`src/rtl/avalon_mm_timeout_bridge.sv`:
```
// avalon_mm_timeout_bridge: single-outstanding Avalon-MM bridge with a response watchdog and timeout counter
module avalon_mm_timeout_bridge #(
  parameter int ADDR_W = 12,
  parameter int DATA_W = 32,
  parameter int TIMEOUT_CYCLES = 1024,
  parameter logic [DATA_W-1:0] ERR_DATA = 32'hDEAD_BEEF
) (
  input  logic                clk,
  input  logic                rst_n,
  input  logic [ADDR_W-1:0]   s_address,
  input  logic                s_read,
  input  logic                s_write,
  input  logic [DATA_W/8-1:0] s_byteenable,
  input  logic [DATA_W-1:0]   s_writedata,
  output logic                s_waitrequest,
  output logic [DATA_W-1:0]   s_readdata,
  output logic                s_readdatavalid,
  output logic                s_writeresponsevalid,
  output logic [1:0]          s_response,
  output logic [ADDR_W-1:0]   m_address,
  output logic                m_read,
  output logic                m_write,
  output logic [DATA_W/8-1:0] m_byteenable,
  output logic [DATA_W-1:0]   m_writedata,
  input  logic                m_waitrequest,
  input  logic [DATA_W-1:0]   m_readdata,
  input  logic                m_readdatavalid,
  input  logic                m_writeresponsevalid,
  input  logic [1:0]          m_response,
  output logic [15:0]         timeout_cnt,
  input  logic                timeout_cnt_clr
);
  localparam int TW = $clog2(TIMEOUT_CYCLES);
  localparam logic [TW-1:0] T_LAST = TW'(TIMEOUT_CYCLES - 1);
  typedef enum logic [1:0] {IDLE, ISSUE, WAIT_RSP, FLUSH} state_t;
  state_t state, next_state;
  logic [TW-1:0] timer;
  logic is_wr, op_wr, cap, rsp_hit, tmo, flush_done, fire;
  always_comb begin
    cap = state == IDLE && !s_waitrequest && (s_read || s_write);
    op_wr = cap ? s_write : is_wr;
    rsp_hit = state == WAIT_RSP && (is_wr ? m_writeresponsevalid : m_readdatavalid);
    tmo = (state == ISSUE || state == WAIT_RSP) && timer == T_LAST && !rsp_hit;
    flush_done = state == FLUSH && (m_readdatavalid || m_writeresponsevalid || timer == T_LAST);
    fire = rsp_hit || tmo;
    next_state = state;
    case (state)
      IDLE:     next_state = cap ? ISSUE : IDLE;
      ISSUE:    next_state = tmo ? FLUSH : (m_waitrequest ? ISSUE : WAIT_RSP);
      WAIT_RSP: next_state = rsp_hit ? IDLE : (tmo ? FLUSH : WAIT_RSP);
      FLUSH:    next_state = flush_done ? IDLE : FLUSH;
      default:  next_state = IDLE;
    endcase
  end
  always_ff @(posedge clk or negedge rst_n)
    if (!rst_n) state <= IDLE;
    else state <= next_state;
  // Timer runs from issue through the response wait, and is reused to bound FLUSH.
  always_ff @(posedge clk or negedge rst_n) begin
    if (!rst_n) begin
      s_waitrequest <= 1'b1;
      s_readdata <= '0;
      s_readdatavalid <= 1'b0;
      s_writeresponsevalid <= 1'b0;
      s_response <= 2'b00;
      m_address <= '0;
      m_read <= 1'b0;
      m_write <= 1'b0;
      m_byteenable <= '0;
      m_writedata <= '0;
      timeout_cnt <= '0;
      timer <= '0;
      is_wr <= 1'b0;
    end else begin
      s_waitrequest <= next_state != IDLE || fire;
      timer <= (cap || tmo) ? '0 : (state == IDLE ? timer : timer + 1'b1);
      s_readdatavalid <= fire && !is_wr;
      s_writeresponsevalid <= fire && is_wr;
      if (fire) s_response <= rsp_hit ? m_response : 2'b10;
      if (fire && !is_wr) s_readdata <= rsp_hit ? m_readdata : ERR_DATA;
      if (cap) begin
        m_address <= s_address;
        m_byteenable <= s_byteenable;
        m_writedata <= s_writedata;
        is_wr <= s_write;
      end
      m_read <= next_state == ISSUE && !op_wr;
      m_write <= next_state == ISSUE && op_wr;
      timeout_cnt <= timeout_cnt_clr ? '0 : (tmo && timeout_cnt != 16'hFFFF) ? timeout_cnt + 1'b1 : timeout_cnt;
    end
  end
endmodule

```
`config.mk`:
```
export PLATFORM = sky130hd
export DESIGN_NAME = avalon_mm_timeout_bridge
export DESIGN_NICKNAME = d
export VERILOG_FILES = /design/src/rtl/avalon_mm_timeout_bridge.sv
export SDC_FILE = /design/constraint.sdc
export NUM_CORES = 1
export LEC_CHECK = 0
export CORE_UTILIZATION = 47
export DETAILED_ROUTE_END_ITERATION = 12
export PLACE_DENSITY = 0.86
export SLEW_MARGIN = 20
export SYNTH_ARGS = -nofsm -noshare
export SYNTH_HDL_FRONTEND = slang
export SYNTH_SLANG_ARGS = --single-unit
```
`constraint.sdc`:
```
create_clock -name clk -period 5.8 [get_ports clk]
set_input_delay 0.87 -clock clk [delete_from_list [all_inputs] [get_ports clk]]
set_output_delay 0.87 -clock clk [all_outputs]
set_load 0.005 [all_outputs]
```
# After elaboration in Yosys (flattened, before gate mapping)
# Index checks and enable logic that the tools add are counted.
# word_totals
regBits	116
inputBits	90
output_inout_bits	103
wordCells	63
# classes
n_addsub	2
n_eq_ne	7
mux	15
n_reduce_logical	25
# ops
operator	count
$mux W16	2
$mux W32	1
$mux W10	2
$add A16 B1 Y16 const B	1
$ne A16 B16 Y1 const B	1
$logic_and A1 B1 Y1	11
$add A10 B1 Y10 const B	1
$eq A10 B10 Y1 const B	1
$mux W2	5
$pmux W2 S4	1
$logic_or A1 B1 Y1	7
$eq A2 B1 Y1 const B	2
$eq A2 B2 Y1 const B	2
$logic_not A1 Y1	4
$mux W1	4
$reduce_bool A2 Y1	2
$logic_not A2 Y1	1
$ne A2 B2 Y1 const B	1

# Depth between registers and ports, before layout
# Gate-level depths: netlist of the first run.
# logic_depth
depth_word	9
depth_mapped	9
ltp_nobuf	7

# Worst setup path before layout of the first run
# No wires, ideal clock.
# synth_timing
path_kind	in2reg
start	input m_writeresponsevalid
end	register timeout_cnt[11]
setup_time_ns	0.078
arrival_time_ns	2.210
t_required_ns	5.722
path_slack_ns	3.512
cell_stages	5
path_buffers	0
cell_sequence	mux2i_2 > nor2_1 > a2111o_1 > or4_1 > a21oi_1
# synth_via
elab_chain_cells	6
# synth_rtl
item	line	source
from (decl)	28	input logic m_writeresponsevalid,
$mux W1	42	rsp_hit = state == WAIT_RSP && (is_wr ? m_writeresponsevalid : m_readdatavalid);
$logic_and A1 B1 Y1	42	
$logic_not A1 Y1	43	tmo = (state == ISSUE || state == WAIT_RSP) && timer == T_LAST && !rsp_hit;
$logic_and A1 B1 Y1	43	
$logic_and A1 B1 Y1	89	timeout_cnt <= timeout_cnt_clr ? '0 : (tmo && timeout_cnt != 16'hFFFF) ? timeout_cnt + 1'b1 : timeout_cnt;
$reduce_bool A2 Y1 (no line)	-	
to (signal assigned)	89	
to (decl)	30	output logic [15:0] timeout_cnt,
# Every way passes these cells.
# A chain may end at the register's enable or synchronous reset.

# Final worst setup path of the first run
# layout_timing
start	input m_readdatavalid
end	register timeout_cnt[11]
# layout_via
elab_chain_cells	6
# layout_rtl
item	line	source
from (decl)	27	input logic m_readdatavalid,
$mux W1	42	
$logic_and A1 B1 Y1	42	
$logic_not A1 Y1	43	
$logic_and A1 B1 Y1	43	
$logic_and A1 B1 Y1	89	
$reduce_bool A2 Y1 (no line)	-	
# Every way passes these cells.

==> flow_summary.yaml, run 1 <==
cells_and_area:
  utilization_pct: 75.6
  final_common_cell: "clkdlybuf4s50_1"
  num_antenna_cells: 0
  area_delta_synth_final_pct: 55.1
  final_cell_mix: "clkdlybuf4s50_1 (191), nand2_1 (151), dfrtp_1 (115)"
  n_fill_cell: 627
  nNetsFinal: 752
  drive_gt1_share_pct: 7.34
setup_path:
  critPathArrivalTime_ns: 2.91
  cp-start-kind: "input port"
  cp.required_ns: 6.22
  critPathMaxFanout: 9
  path_buf_inv: 1
  cp_cell_sequence: "clkdlybuf4s50_1, mux2i_2, nor2_1, a2111o_1, or4_1, a21oi_1"
  path_delay_family: "compound AO/OA/AOI/OAI gates"
  r2r.worst_path.cells: 7
  cp-end-kind: "flip-flop"
  crit_slowest_cell: "a2111o_1"
  worst-setup-path-type: "input port to flip-flop"
  critPathMaxStageDelay_ns: 0.51
  path_depth: 6
die:
  die_x_um: 103
  dieArea_mm2: 0.0106
  initial_core_util_pct: 48.7
  io_pins: 193
  fp-row-count: 36
  core_mm2: 0.00986
  die_h_um: 103
synthesis:
  synth-xor-area-share_pct: 2.00
  synth_flop_cell: "dfrtp_1"
  synth_area_mm2: 0.00481
  syn-num-nets: 556
  netlist-cell-type-count: 51
  synth-adder-area-share_pct: 1.82
  synthesis.area_per_instance_um2: 10.5
  ys_seq_elements: 116
  yosys.area_share.simple_pct: 20.5
  syn_inst: 459
  ys_async_sr_fraction_pct: 100
  synth-compound-area-share_pct: 11.1
  synth_top_family_by_area: "simple AND/OR/NAND/NOR gates"
  ys_seq_area_share_pct: 60.4
  synth-edff-count: 0
  yosys_warnings: 0
  synthMuxAreaShare_pct: 1.59
timing:
  fin_tns_setup_ns: 0
  rsz0062_at_grt: "false"
  clock_skew_ns: 0.00760
  final-max-slew-violation-count: 0
  timing.fmax_mhz: 403
  final-setup-viol-count: 0
  period_minus_slack_ns: 2.48
  post-route-period-util_pct: 42.8
  final_hold_viol_count: 0
  worst_pin_slew_ns: 0.927
  max_slew_margin_pct: 38.1
grt:
  grt_usage_pct: 24.4
  antenna_found_initial: 0
  grtUsageMet2_pct: 39.4
  met1_usage_pct: 28.9
  grt_use_met3_pct: 9.49
  grt_overflow: 0
  grt_pass1_wl_mm: 19.4
  busiest_layer: "met2"
  grt_max_degree: 70
  grt_pass1_vias: 4028
outcome:
  status: "finished, final reports clean"
cts:
  hold_buffers: 0
  cts.htree.levels: 4
  cts_resized: 0
  clock_path_buffers: 2
  clkLatencyLatePin_ns: 0.52
  cts_setup_buffers: 0
  clkTransAtPathRegs_ns: 0.06
  tritoncts: "yes"
  clock_sinks: 116
  numCtsBuffers: 17
  cts_root_buf: "clkbuf_8"
placement:
  routabilityCongestion: 0.820
  port_buffers: 192
  dp_hpwl_mm: 8.84
detailed_routing:
  first_iter_violations: 133
  first_pass_iters: 4
  antenna_left: 0
  routedWlPerCell_um: 15.9
  vias: 4144
  drc: 0
  viasPerCell: 5.17
  routed_wl_mm: 12.7
pwr:
  ir_worst_vdd_mv: 0.275
  powerDensity_mw_per_mm2: 486
  total_leakage_power_nw: 3.31
job:
  drv_cap: 0
min_path:
  holdPathStages: 2
  min_path_type: "flip-flop to flip-flop"
state kept, by name, indices dropped and copies added, names as in the netlist:
name and cells:
m_writedata 32, s_readdata 32, timeout_cnt 16, m_address 12, timer 10, m_byteenable 4, s_response 2, state 2
is_wr 1, m_read 1, m_write 1, s_readdatavalid 1, s_waitrequest 1, s_writeresponsevalid 1
final timing paths:
| check | start | endpoint | slack, ns |
|---|---|---|---|
| setup / recovery | m_readdatavalid | timeout_cnt[11] | 3.32 |
| hold / removal | m_writedata[11] | m_writedata[11] | 0.47 |
| setup reg to reg | state[0] | m_read | 3.55 |
| hold reg to reg | m_writedata[11] | m_writedata[11] | 0.47 |
| min in group asynchronous | rst_n | timeout_cnt[10] | 0.48 |
| max in group asynchronous | rst_n | state[1] | 4.17 |
report_power, final:
| group | leakage [nW] | total, mW | switching [mW] | internal [mW] |
|---|---|---|---|---|
| clock | 0.280 | 1.08 | 0.367 | 0.709 |
| sequential | 1.42 | 1.27 | 0.168 | 1.10 |
| combinational | 1.60 | 1.28 | 0.543 | 0.733 |
through the flow:
stage	power [mW]	instances	hold slack (ns)	setup WS (ns)	instance area, µm²
2_1_floorplan	1.79	459	0.470	3.51	4810
3_3_place_gp	2.50	769	0.457	2.87	6840
3_5_place_dp	2.56	769	0.462	2.81	6840
4_1_cts	3.65	801	0.476	3.32	7460
5_1_grt	3.84	801	0.491	3.24	7460
6_report	3.62	801	0.471	3.32	7460
cell usage after synthesis, types with 2 or more instances:
library cell | count | area [µm²]
nand3_1 | 4 | 20.0
and3b_1 | 2 | 17.5
nand2b_1 | 5 | 31.3
mux2i_1 | 4 | 40.0
ha_1 | 7 | 87.6
a311oi_1 | 4 | 35.0
o21ai_0 | 4 | 20.0
xnor2_1 | 2 | 17.5
xor2_1 | 9 | 78.8
a21oi_1 | 11 | 55.1
clkbuf_1 | 12 | 45.0
nand4_1 | 6 | 37.5
and2_1 | 2 | 12.5
nor2b_1 | 2 | 12.5
and4_1 | 2 | 17.5
buf_1 | 2 | 7.51
nand2_1 | 151 | 567
dfrtp_1 | 115 | 2880
inv_1 | 12 | 45.0
or3_1 | 3 | 18.8
nor3_1 | 8 | 40.0
buf_2 | 3 | 15.0
a31oi_1 | 3 | 18.8
o22a_1 | 25 | 219
mux2_2 | 2 | 22.5
a22o_1 | 10 | 87.6
nor2_1 | 22 | 82.6
a31o_2 | 4 | 35.0
worst register-to-register path, cell delays in order (launching register included):
cell and delay, ns:
dfrtp_1 0.40, inv_1 0.11, ha_1 0.30, o211ai_1 0.16
inv_1 0.39, buf_4 0.43, mux2i_1 0.18, nor3_1 0.18
cell families after synthesis:
group	after synthesis
compound gates	69
flops	116
mux	7
fa+ha+maj	7
buf+inv	31
xor+xnor	11
simple gates	218
cell type report:
cell class | count | area (µm²) | area share (%)
inverters | 13 | 48.8 | 0.654
multi-input cells | 312 | 1780 | 23.9
clock inverters | 12 | 179 | 2.40
flip-flops and latches | 116 | 2900 | 38.9
repair buffers | 195 | 1940 | 26.0
clock buffers | 20 | 435 | 5.84
well taps | 133 | 166 | 2.23
per-layer routing:
layer	share of wire [%]	vias to the layer above
li1	-	1960
met1	41	1972
met2	47	188
met3	9.2	24
met4	2.2	0
met5	0	-
No activity file was read; power rests on OpenSTA's default activity.
==> inputs of run 2 (changes only) <==
--- a/config.mk
+++ b/config.mk
@@ -5,9 +5,9 @@
 export SDC_FILE = /design/constraint.sdc
 export NUM_CORES = 1
 export LEC_CHECK = 0
-export CORE_UTILIZATION = 47
+export CORE_UTILIZATION = 39
 export DETAILED_ROUTE_END_ITERATION = 12
-export PLACE_DENSITY = 0.86
+export PLACE_DENSITY = 0.76
 export SLEW_MARGIN = 20
 export SYNTH_ARGS = -nofsm -noshare
 export SYNTH_HDL_FRONTEND = slang
==> constraint.sdc (replaced) <==
create_clock -name clk -period 2.2 [get_ports clk]
set_input_delay 0.33 -clock clk [delete_from_list [all_inputs] [get_ports clk]]
set_output_delay 0.33 -clock clk [all_outputs]
set_load 0.005 [all_outputs]
==> flow_summary.yaml, run 2 (synthesis results as in run 1) <==
grt:
  grt_pass1_vias: 4203
  grt_max_degree: 117
  grt_usage_pct: 20.9
  grt_pass1_wl_mm: 20.6
  antenna_found_initial: 0
  grt_overflow: 0
timing:
  timing.fmax_mhz: 483
  post-route-period-util_pct: 94.0
  fin_tns_setup_ns: 0
  max_slew_margin_pct: 53.0
  final_hold_viol_count: 2
  clock_skew_ns: 0.00525
  rsz0062_at_grt: "false"
  worst_pin_slew_ns: 0.687
  hold_ws_ns: -0.00255
  period_minus_slack_ns: 2.07
  final-setup-viol-count: 0
  final-max-slew-violation-count: 0
  worst_slack_ns: 0.131
detailed_routing:
  routed_wl_mm: 12.9
  viasPerCell: 5.00
  first_pass_iters: 4
  drc: 0
  first_iter_violations: 216
  routedWlPerCell_um: 15.5
  vias: 4159
  antenna_left: 0
pwr:
  ir_worst_vdd_mv: 0.655
  total_leakage_power_nw: 3.42
  powerDensity_mw_per_mm2: 1250
outcome:
  violations: "negative hold slack"
  status: "complete, but fails checks"
die:
  core_mm2: 0.0120
  initial_core_util_pct: 40.0
  io_pins: 193
  fp-row-count: 40
  die_h_um: 113
  die_x_um: 113
  dieArea_mm2: 0.0128
setup_path:
  crit_slowest_cell: "a2111o_1"
  cp-start-kind: "flip-flop"
  cp.required_ns: 2.53
  cp-end-kind: "flip-flop"
  critPathMaxStageDelay_ns: 0.47
  cp_cell_sequence: "inv_1, ha_1, nand4_4, a2111o_1, or4_1, a21oi_1"
  worst-setup-path-type: "flip-flop to flip-flop"
  critPathArrivalTime_ns: 2.40
  critPathMaxFanout: 8
cts:
  cts.htree.levels: 4
  tritoncts: "yes"
  clock_path_buffers: 2
  hold_buffers: 0
  cts_root_buf: "clkbuf_16"
  clkTransAtPathRegs_ns: 0.05
  clock_sinks: 116
  clkLatencyLatePin_ns: 0.41
  numCtsBuffers: 17
cells_and_area:
  final_cell_mix: "clkdlybuf4s50_1 (191), nand2_1 (151), dfrtp_1 (115)"
  num_antenna_cells: 0
  area_delta_synth_final_pct: 58.8
  top_regs: "m_writedata x32, s_readdata x32, timeout_cnt x16"
  final_common_cell: "clkdlybuf4s50_1"
  nNetsFinal: 769
  drive_gt1_share_pct: 10.1
placement:
  dp_hpwl_mm: 9.01
  routabilityCongestion: 0.762
  port_buffers: 192
  place_ws_ns: 0.0136
job:
  drv_cap: 0
min_path:
  min_path_type: "input port to async pin"
[run 2: worst max-delay path: cells and delay by family, from the launching register on]
kind,cells,cell delay (ns)
compound gates,2,0.63
fa+ha+maj,1,0.34
buf+inv,1,0.09
flops,1,0.37
simple gates,2,0.56
[run 2: area by class of cell]
cell class                      instances  area (µm²)
Sequential cell                       116        2900
Clock inverter                         11         126
Inverter                               13        48.8
Multi-Input combinational cell        312        1780
Timing Repair Buffer                  212        2110
Clock buffer                           21         480
Fill cell                             995        4380
Tap cell                              147         184
[run 2: through the flow]
step	power [mW]	utilization [%]	instance area [µm²]	cells	hold slack, ns
4_1_cts	9.65	63.4	7620	830	0.0283
3_3_place_gp	6.70	58.4	7010	798	0.457
6_report	9.52	63.5	7630	832	-0.00255
3_5_place_dp	6.83	58.4	7010	798	0.461
5_1_grt	10.1	63.5	7630	832	0.0549
2_1_floorplan	4.71	-	4810	459	0.0344
[run 2: final timing paths]
kind | startpoint | to | slack (ns) | cells past startpoint
hold / removal | rst_n | timeout_cnt[9] | -0.003 | 2
hold reg to reg | m_writedata[0] | m_writedata[0] | 0.47 | 2
setup reg to reg | state[0] | timeout_cnt[11] | 0.13 | 6
max in group asynchronous | rst_n | m_writedata[9] | 1.74 | 2
min in group clk | s_address[2] | m_address[2] | 0.45 | 3
setup / recovery | state[0] | timeout_cnt[11] | 0.13 | 6
[run 2: repair_timing]
| action | CTS | global route |
|---|---|---|
| resized for setup | 0 | 1 |
| setup buffers | 0 | 2 |
| endpoints found under the hold margin | 0 | 0 |
| setup endpoints to repair | 0 | 1 |
[run 2: per-layer routing]
| layer | track usage [%] | part of all wire, % | up-vias |
|---|---|---|---|
| li1 | - | - | 1988 |
| met1 | 24.6 | 40 | 1976 |
| met2 | 34.0 | 49 | 171 |
| met3 | 7.82 | 8.9 | 24 |
| met4 | 9.30 | 2.1 | 0 |
| met5 | 0 | 0 | - |
[run 2: power breakdown]
part           total [mW]  leakage, nW  switching (mW)  internal [mW]
Combinational        3.44         1.71            1.42           2.02
Clock                2.74        0.287           0.959           1.78
Sequential           3.34         1.42           0.428           2.91
Total                9.52         3.42            2.81           6.71
